===== src/rtl/key_scan.sv =====
// key_scan: 4x4 matrix keypad scanner with debounce and a bus-readable key latch.
// Rows are driven low one at a time; the synchronised columns are sampled at the end of
// each row slot. A full 16-bit snapshot must repeat for DEBOUNCE_SCANS scans to count as stable.
module key_scan #(
    parameter int unsigned SCAN_END       = 20000 - 1,
    parameter int unsigned SCAN_WIDTH     = 20,
    parameter int unsigned DEBOUNCE_SCANS = 4,
    parameter int unsigned DB_WIDTH       = 3
) (
    input  logic        clk_from_bg,
    input  logic        rst_from_bg,
    input  logic [31:0] addr_from_bg,
    input  logic        we_from_bg,
    input  logic [31:0] wdata_from_bg,
    input  logic        rd_from_bg,
    output logic [31:0] rdata_2_bg,
    output logic [3:0]  key_row_2_soc,
    input  logic [3:0]  key_col_from_soc
);

    localparam logic [SCAN_WIDTH-1:0] SCAN_LAST = SCAN_WIDTH'(SCAN_END);
    localparam logic [DB_WIDTH-1:0]   DB_MAX    = DB_WIDTH'(DEBOUNCE_SCANS - 1);

    typedef enum logic [1:0] {
        ST_IDLE  = 2'd0,
        ST_DOWN  = 2'd1,
        ST_MULTI = 2'd2
    } state_t;

    state_t                state_q, state_next;
    logic [3:0]            col_s1, col_s2;
    logic [3:0]            row_q;
    logic [SCAN_WIDTH-1:0] dwell_q;
    logic [15:0]           snap_q, prev_q, snap_next;
    logic [DB_WIDTH-1:0]   db_q, db_inc;
    logic [3:0]            code_q, key_idx;
    logic                  valid_q, ovf_q, scan_en_q;
    logic [1:0]            row_idx;
    logic                  sample_c, scan_done_c, stable_c, press_c, one_key_c;
    logic                  rd_key_c, wr_ctrl_c;
    logic                  unused_bits;

    assign unused_bits = ^{addr_from_bg[31:3], addr_from_bg[1:0], wdata_from_bg[31:2]};

    assign rd_key_c  = rd_from_bg && !addr_from_bg[2];
    assign wr_ctrl_c = we_from_bg && addr_from_bg[2];

    // Two-flop synchroniser on the asynchronous column inputs
    always_ff @(posedge clk_from_bg) begin
        if (rst_from_bg) begin
            col_s1 <= 4'hf;
            col_s2 <= 4'hf;
        end else begin
            col_s1 <= key_col_from_soc;
            col_s2 <= col_s1;
        end
    end

    // Row index, snapshot update and debounce decision for the current cycle
    always_comb begin
        row_idx = 2'd0;
        case (row_q)
            4'b1110: row_idx = 2'd0;
            4'b1101: row_idx = 2'd1;
            4'b1011: row_idx = 2'd2;
            4'b0111: row_idx = 2'd3;
            default: row_idx = 2'd0;
        endcase
        sample_c    = scan_en_q && (row_q != 4'hf) && (dwell_q == SCAN_LAST);
        scan_done_c = sample_c && (row_idx == 2'd3);
        snap_next   = snap_q;
        if (sample_c) begin
            snap_next[{row_idx, 2'b00} +: 4] = ~col_s2;
        end
        db_inc   = (db_q == DB_MAX) ? db_q : db_q + DB_WIDTH'(1);
        stable_c = scan_done_c && (snap_next == prev_q) && (db_inc == DB_MAX);
        one_key_c = (snap_next != 16'd0) && ((snap_next & (snap_next - 16'd1)) == 16'd0);
        key_idx = 4'd0;
        for (int i = 0; i < 16; i++) begin
            if (snap_next[i]) key_idx = 4'(i);
        end
    end

    // Row rotation, dwell counter, snapshot and debounce history
    always_ff @(posedge clk_from_bg) begin
        if (rst_from_bg || !scan_en_q) begin
            row_q   <= 4'hf;
            dwell_q <= '0;
            snap_q  <= '0;
            prev_q  <= '0;
            db_q    <= '0;
        end else if (row_q == 4'hf) begin
            row_q   <= 4'b1110;
            dwell_q <= '0;
        end else if (dwell_q == SCAN_LAST) begin
            row_q   <= {row_q[2:0], row_q[3]};
            dwell_q <= '0;
            snap_q  <= snap_next;
            if (scan_done_c) begin
                if (snap_next == prev_q) begin
                    db_q <= db_inc;
                end else begin
                    db_q   <= '0;
                    prev_q <= snap_next;
                end
            end
        end else begin
            dwell_q <= dwell_q + SCAN_WIDTH'(1);
        end
    end

    assign key_row_2_soc = row_q;

    // Stable-state FSM register
    always_ff @(posedge clk_from_bg) begin
        if (rst_from_bg) state_q <= ST_IDLE;
        else             state_q <= state_next;
    end

    // Stable-state transitions; a press event only leaves IDLE for a single key
    always_comb begin
        state_next = state_q;
        press_c    = 1'b0;
        if (!scan_en_q) begin
            state_next = ST_IDLE;
        end else if (stable_c) begin
            if (snap_next == 16'd0) begin
                state_next = ST_IDLE;
            end else if (one_key_c) begin
                state_next = ST_DOWN;
                press_c    = (state_q == ST_IDLE);
            end else begin
                state_next = ST_MULTI;
            end
        end
    end

    // Key latch, overflow flag and control register
    always_ff @(posedge clk_from_bg) begin
        if (rst_from_bg) begin
            code_q    <= '0;
            valid_q   <= 1'b0;
            ovf_q     <= 1'b0;
            scan_en_q <= 1'b1;
        end else begin
            if (press_c) begin
                valid_q <= 1'b1;
                if (!valid_q || rd_key_c) code_q <= key_idx;
            end else if (rd_key_c) begin
                valid_q <= 1'b0;
            end
            if (press_c && valid_q && !rd_key_c) ovf_q <= 1'b1;
            else if (wr_ctrl_c && wdata_from_bg[1]) ovf_q <= 1'b0;
            if (wr_ctrl_c) scan_en_q <= wdata_from_bg[0];
        end
    end

    // Read mux: bit 2 of the address selects STATUS over KEYDATA
    always_comb begin
        if (addr_from_bg[2]) begin
            rdata_2_bg = {28'd0, (state_q == ST_DOWN), valid_q, ovf_q, scan_en_q};
        end else begin
            rdata_2_bg = {valid_q, ovf_q, 26'd0, code_q};
        end
    end

endmodule


===== config.mk =====
export PLATFORM = sky130hd
export DESIGN_NAME = key_scan
export DESIGN_NICKNAME = d
export VERILOG_FILES = /design/src/rtl/key_scan.sv
export SDC_FILE = /design/constraint.sdc
export NUM_CORES = 1
export LEC_CHECK = 0
export CELL_PAD_IN_SITES_DETAIL_PLACEMENT = 1
export CELL_PAD_IN_SITES_GLOBAL_PLACEMENT = 1
export CORE_MARGIN = 4
export CORE_UTILIZATION = 44
export CTS_BUF_LIST = sky130_fd_sc_hd__clkbuf_8
export CTS_CLUSTER_DIAMETER = 30
export DETAILED_ROUTE_END_ITERATION = 7
export DONT_BUFFER_PORTS = 1
export GPL_ROUTABILITY_DRIVEN = 0
export PLACE_DENSITY = 0.79
export SYNTH_ARGS = -nofsm -noshare
export SYNTH_HDL_FRONTEND = slang
export SYNTH_SLANG_ARGS = --single-unit

===== constraint.sdc =====
create_clock -name clk_from_bg -period 3.4 [get_ports clk_from_bg]
set_input_delay 0.68 -clock clk_from_bg [delete_from_list [all_inputs] [get_ports clk_from_bg]]
set_output_delay 0.68 -clock clk_from_bg [all_outputs]
set_load 0.02 [all_outputs]

Yosys cells after proc, flatten, opt, wreduce, memory -nomap -nowiden
Cells that the tools add are included.
Widths: inputs -> output; s select.
{"block": "totals", "reg_bits": 76, "in_bits": 72, "output_inout_bits": 36, "word_cells": 99}
{"block": "classes", "addsub": 4, "eq_ne": 11, "shift": 2, "mux": 33, "n_bitwise": 5, "reduce_logical": 31}
{"op": "$mux 4", "count": 14}
{"op": "$logic_not 16->1", "count": 2}
{"op": "$mux 32", "count": 1}
{"op": "$add 20x1->20 const B", "count": 1}
{"op": "$eq 20x15->1 const B", "count": 1}
{"op": "$and 16x16->16", "count": 1}
{"op": "$bwmux 16", "count": 1}
{"op": "$eq 16x16->1", "count": 1}
{"op": "$mux 16", "count": 1}
{"op": "$reduce_bool 16->1", "count": 1}
{"op": "$shift 4x6->16 const A", "count": 1}
{"op": "$shiftx 4x6->16", "count": 1}
{"op": "$sub 16x1->16 const B", "count": 1}
{"op": "$eq 4x4->1 const B", "count": 3}
{"op": "$logic_and 1x1->1", "count": 11}
{"op": "$mux 1", "count": 11}
{"op": "$eq 3x2->1 const B", "count": 2}
{"op": "$mux 3", "count": 2}
{"op": "$neg 4->6", "count": 1}
{"op": "$pmux 2 s3", "count": 1}
{"op": "$reduce_bool 2->1", "count": 3}
{"op": "$eq 4x3->1 const B", "count": 1}
{"op": "$logic_not 1->1", "count": 4}
{"op": "$mux 2", "count": 2}
{"op": "other kinds (13)", "count": 18}

Logic depth before layout (Yosys ltp)
{"block": "logic_depth", "word_depth": 21, "depth_mapped": 16, "mapped_depth_nobuf": 13}

Least setup slack after synthesis
No wires, ideal clock.
{"block": "synth_timing", "kind": "register -> register", "from": "reg row_q[2], in the netlist key_row_2_soc[2]", "to": "reg code_q[2]", "setup_time_ns": 0.123, "t_arrival_ns": 3.758, "required_time_ns": 3.277, "path_slack_ns": -0.481, "stages_incl_launch_ff": 16, "path_buffers": 3, "synth_period_minus_slack_ns": 3.881, "cell_sequence": "dfxtp_1 -> clkbuf_1 -> and2_0 -> clkbuf_1 -> nand2_1 -> ha_1 -> clkbuf_1 -> or3_1 -> nor4_2 -> mux2_2 -> o311ai_1 -> a221oi_1 -> and4bb_2 -> nand4bb_1 -> and2b_1 -> mux2_1"}
{"block": "synth_between", "elab_chain_cells": 19, "elab_cells_between_ends": 41, "cone_classes": "add/sub (2); eq/ne (6); shift (2); mux (20); bitwise (1); reduce/logical (10)"}
{"item": "start, declared", "line_no": "32", "rtl": "logic [3:0] row_q;"}
{"item": "start signal, assigned", "line_no": "96", "rtl": "row_q <= {row_q[2:0], row_q[3]};"}
{"item": "parallel branches: the longest is 19 deep, another holds $sub 16x1->16"}
{"item": "end signal, assigned", "line_no": "148", "rtl": "if (!valid_q || rd_key_c) code_q <= key_idx;"}
{"item": "end, declared", "line_no": "36", "rtl": "logic [3:0] code_q, key_idx;"}
Parallel ways; which one is timed is not known.
A chain may end at the register's enable or synchronous reset.

Final worst setup path
Same ends and word-level chain as after synthesis.

==> metrics.cfg <==
[status]
status=complete, but fails checks
violations=negative setup slack

[detailed_routing]
drc=0
vias=5336
ant_nets=0
first_pass_iters=6
drt_wl_total_um=18300
drtIter0Drc=356
viasPerCell=6.16
wl_per_cell_um=21.2

[grt]
grt.total_usage_pct=26.5
grt_max_degree=35
grt_pass1_wl_um=28200
grt_pass1_vias=5428
antenna_found_initial=0
grt_overflow_total=0

[floorplanning]
die_area_mm2=0.0137
start_util_pct=45.4
dieWidth_um=117
rows=39
die_h_um=117
ios=108
coreArea_mm2=0.0116

[placed_design]
io_buffers=0
dp.final_hpwl_um=13300
place_inst=843

[critical_path]
startpoint_type=flop
cpPeakStageDelay_ps=360
reg2reg_to=code_q[2]
crit_required_ps=3670
crit_path_end=code_q[2]
critPathArrivalTime_ps=3980
worst_path_max_delay_cell=dfxtp_4
path_cells=xor2_2 -> and3_4 -> buf_12 -> ha_4 -> nor3_1 -> buf_4 -> nand3_1 -> buf_4 -> nor2_1 -> mux2i_1 -> a21o_1 -> a211oi_1 -> buf_4 -> nor3b_2 -> and2b_2 -> mux2_4
reg2reg_depth=16
crit_family=simple AND/OR/NAND/NOR gates
critical_path_class=reg2reg
ff2ff_setup_slack_ps=-300
crit_start=key_row_2_soc[2]
cp_num_cells=16
worst-path-buf-inv=4
r2r-start=key_row_2_soc[2]
cp_max_fo=5
endpoint_kind=flop
path_common_cell=buf_4

[yosys]
synth-seq-cells=76
synth_edf_count=0
avgSynthCellArea_um2=8.19
synth_top_area_share_pct=29.0
synthArstFlopShare_pct=0
seq_area_frac_synth_pct=29.0
synth_cells=641
yosysMostFrequentCell=nor2_1
ys_warn_count=0
yosysTopAreaCell=dfxtp_1
ys_top_cells_by_area=dfxtp_1 29%, nor2_1 5.5%, buf_4 4.0%, nand2_1 3.6%, a21oi_1 3.1%
synth_ff_type=dfxtp_1
ys_types=85
synth_common_cells=77 x nor2_1, 76 x dfxtp_1, 50 x nand2_1
syn-cell-area_mm2=0.00525

[timing]
fin_crit_ps=3700
grt_setup_unrepaired=yes
slew-limit-headroom_pct=52.5
setup_ws_ps=-304
finalMaxSlewViolations=0
setup_viol=26
finalCritPeriodShare_pct=109
skew_ps=8.17
tightest_slew_ps=712
fmax_mhz=270
hold_viol_final=0

[hold_path]
holdPathStages=1
hold_path_class=in2reg

[finish]
nFillCells=1380
antennaDiodeCount=0
final_cell_count_no_fill=866
area_growth_pct=21.9
drive_gt1_share_pct=28.6
nets=797

[clock_network]
cts_tree=built
cts_made_buffers=9
ctsHtreeMaxLevel=3
ctsRootBufferMaster=clkbuf_8
clockBufferDepth=2
clkSinkCount=76
cts_hold_buf=0
clk_pin_slew_ps=90
clkLatencyLatePin_ps=380

[power]
p_per_area_mw_per_mm2=263
p_leak_nw=2.49
total_power_mw=1.68
vdd_drop_max_uv=316

[job]
drv_cap=0

==> timing repair <==
item	4_1_cts	5_1_grt
gates resized for setup	9	31
setup buffers	4	0
pin swaps	7	18
endpoints found under the setup margin	25	27
cloned	0	3
==> power breakdown <==
part	internal, mW	switching (mW)
Combinational	0.0298	0.0901
Clock	0.274	0.383
Sequential	0.894	0.0113
==> stage by stage <==
stage	utilization, %	area, µm²	hold slack [ps]	worst slack (ps)	TNS [ps]
finish	55.3	6400	359	-304	-4720
global route	55.3	6400	347	-412	-8020
CTS	53.8	6220	346	-178	-1250
floorplan	-	5450	389	-121	-195
global placement	51.4	5940	393	-198	-1090
detailed placement	51.4	5940	401	-196	-2190
==> cells in the final DEF, fill, tap and decap left out, types with 17 or more instances in the layout <==
cell type  count
buf_4         93
conb_1        26
dfxtp_1       72
nand2_1       48
nand3_1       28
nor2_1        65
a21oi_1       33
nor3_1        17
inv_1         25
==> kinds of logic (layout without fill, tap and decap cells) <==
kind of cell               after synthesis  count (layout)  synth area share, %
adders and majority gates                8               8                 1.86
other                                    1              26               0.0714
muxes                                   30              30                 6.22
and+or+nand+nor                        285             285                 30.9
xor gates and xnor gates                27              27                 4.65
buffers and inverters                   84             141                 9.10
DFF                                     76              76                 29.0
AOI/OAI and AO/OA                      130             130                 18.2
==> worst reg2reg max path, cell delays in order, from the launching register on <==
cell and delay, ps:
dfxtp_4 360, xor2_2 170, and3_4 160, buf_12 120, ha_4 250, nor3_1 330
buf_4 190, nand3_1 150, buf_4 200, nor2_1 160, mux2i_1 190, a21o_1 200
a211oi_1 350, buf_4 200, nor3b_2 50, and2b_2 210, mux2_4 300
==> flip-flops by register name, indices dropped and copies added (netlist names) <==
name,cells
prev_q,16
dwell_q,20
ovf_q,1
db_q,3
col_s2,4
scan_en_q,1
key_row_2_soc,4
state_q,2
col_s1,4
code_q,4
snap_q,16
valid_q,1
==> worst min path at each step <==
stage	to	startpoint
5_1_grt	valid_q	rst_from_bg
3_3_place_gp	col_s2[0]	col_s1[0]
6_report	valid_q	rst_from_bg
2_1_floorplan	col_s2[0]	col_s1[0]
4_1_cts	valid_q	rst_from_bg
3_5_place_dp	col_s2[3]	col_s1[3]
==> cell type report <==
class,instances,area (µm²),area share [%]
Clock inverter,7,58.8,0.919
Multi-Input combinational cell,506,3590,56.1
Sequential cell,76,1530,24.0
Inverter,26,97.6,1.52
Clock buffer,9,124,1.94
Timing Repair Buffer,99,820,12.8
Tap cell,143,179,2.80
==> layer usage <==
layer | track usage [%] | wire length, µm
met1 | 32.2 | 7470
met2 | 45.4 | 8950
met3 | 5.30 | 1150
met4 | 11.3 | 751
met5 | 0 | 0
Power figures use the tool's default switching activity.
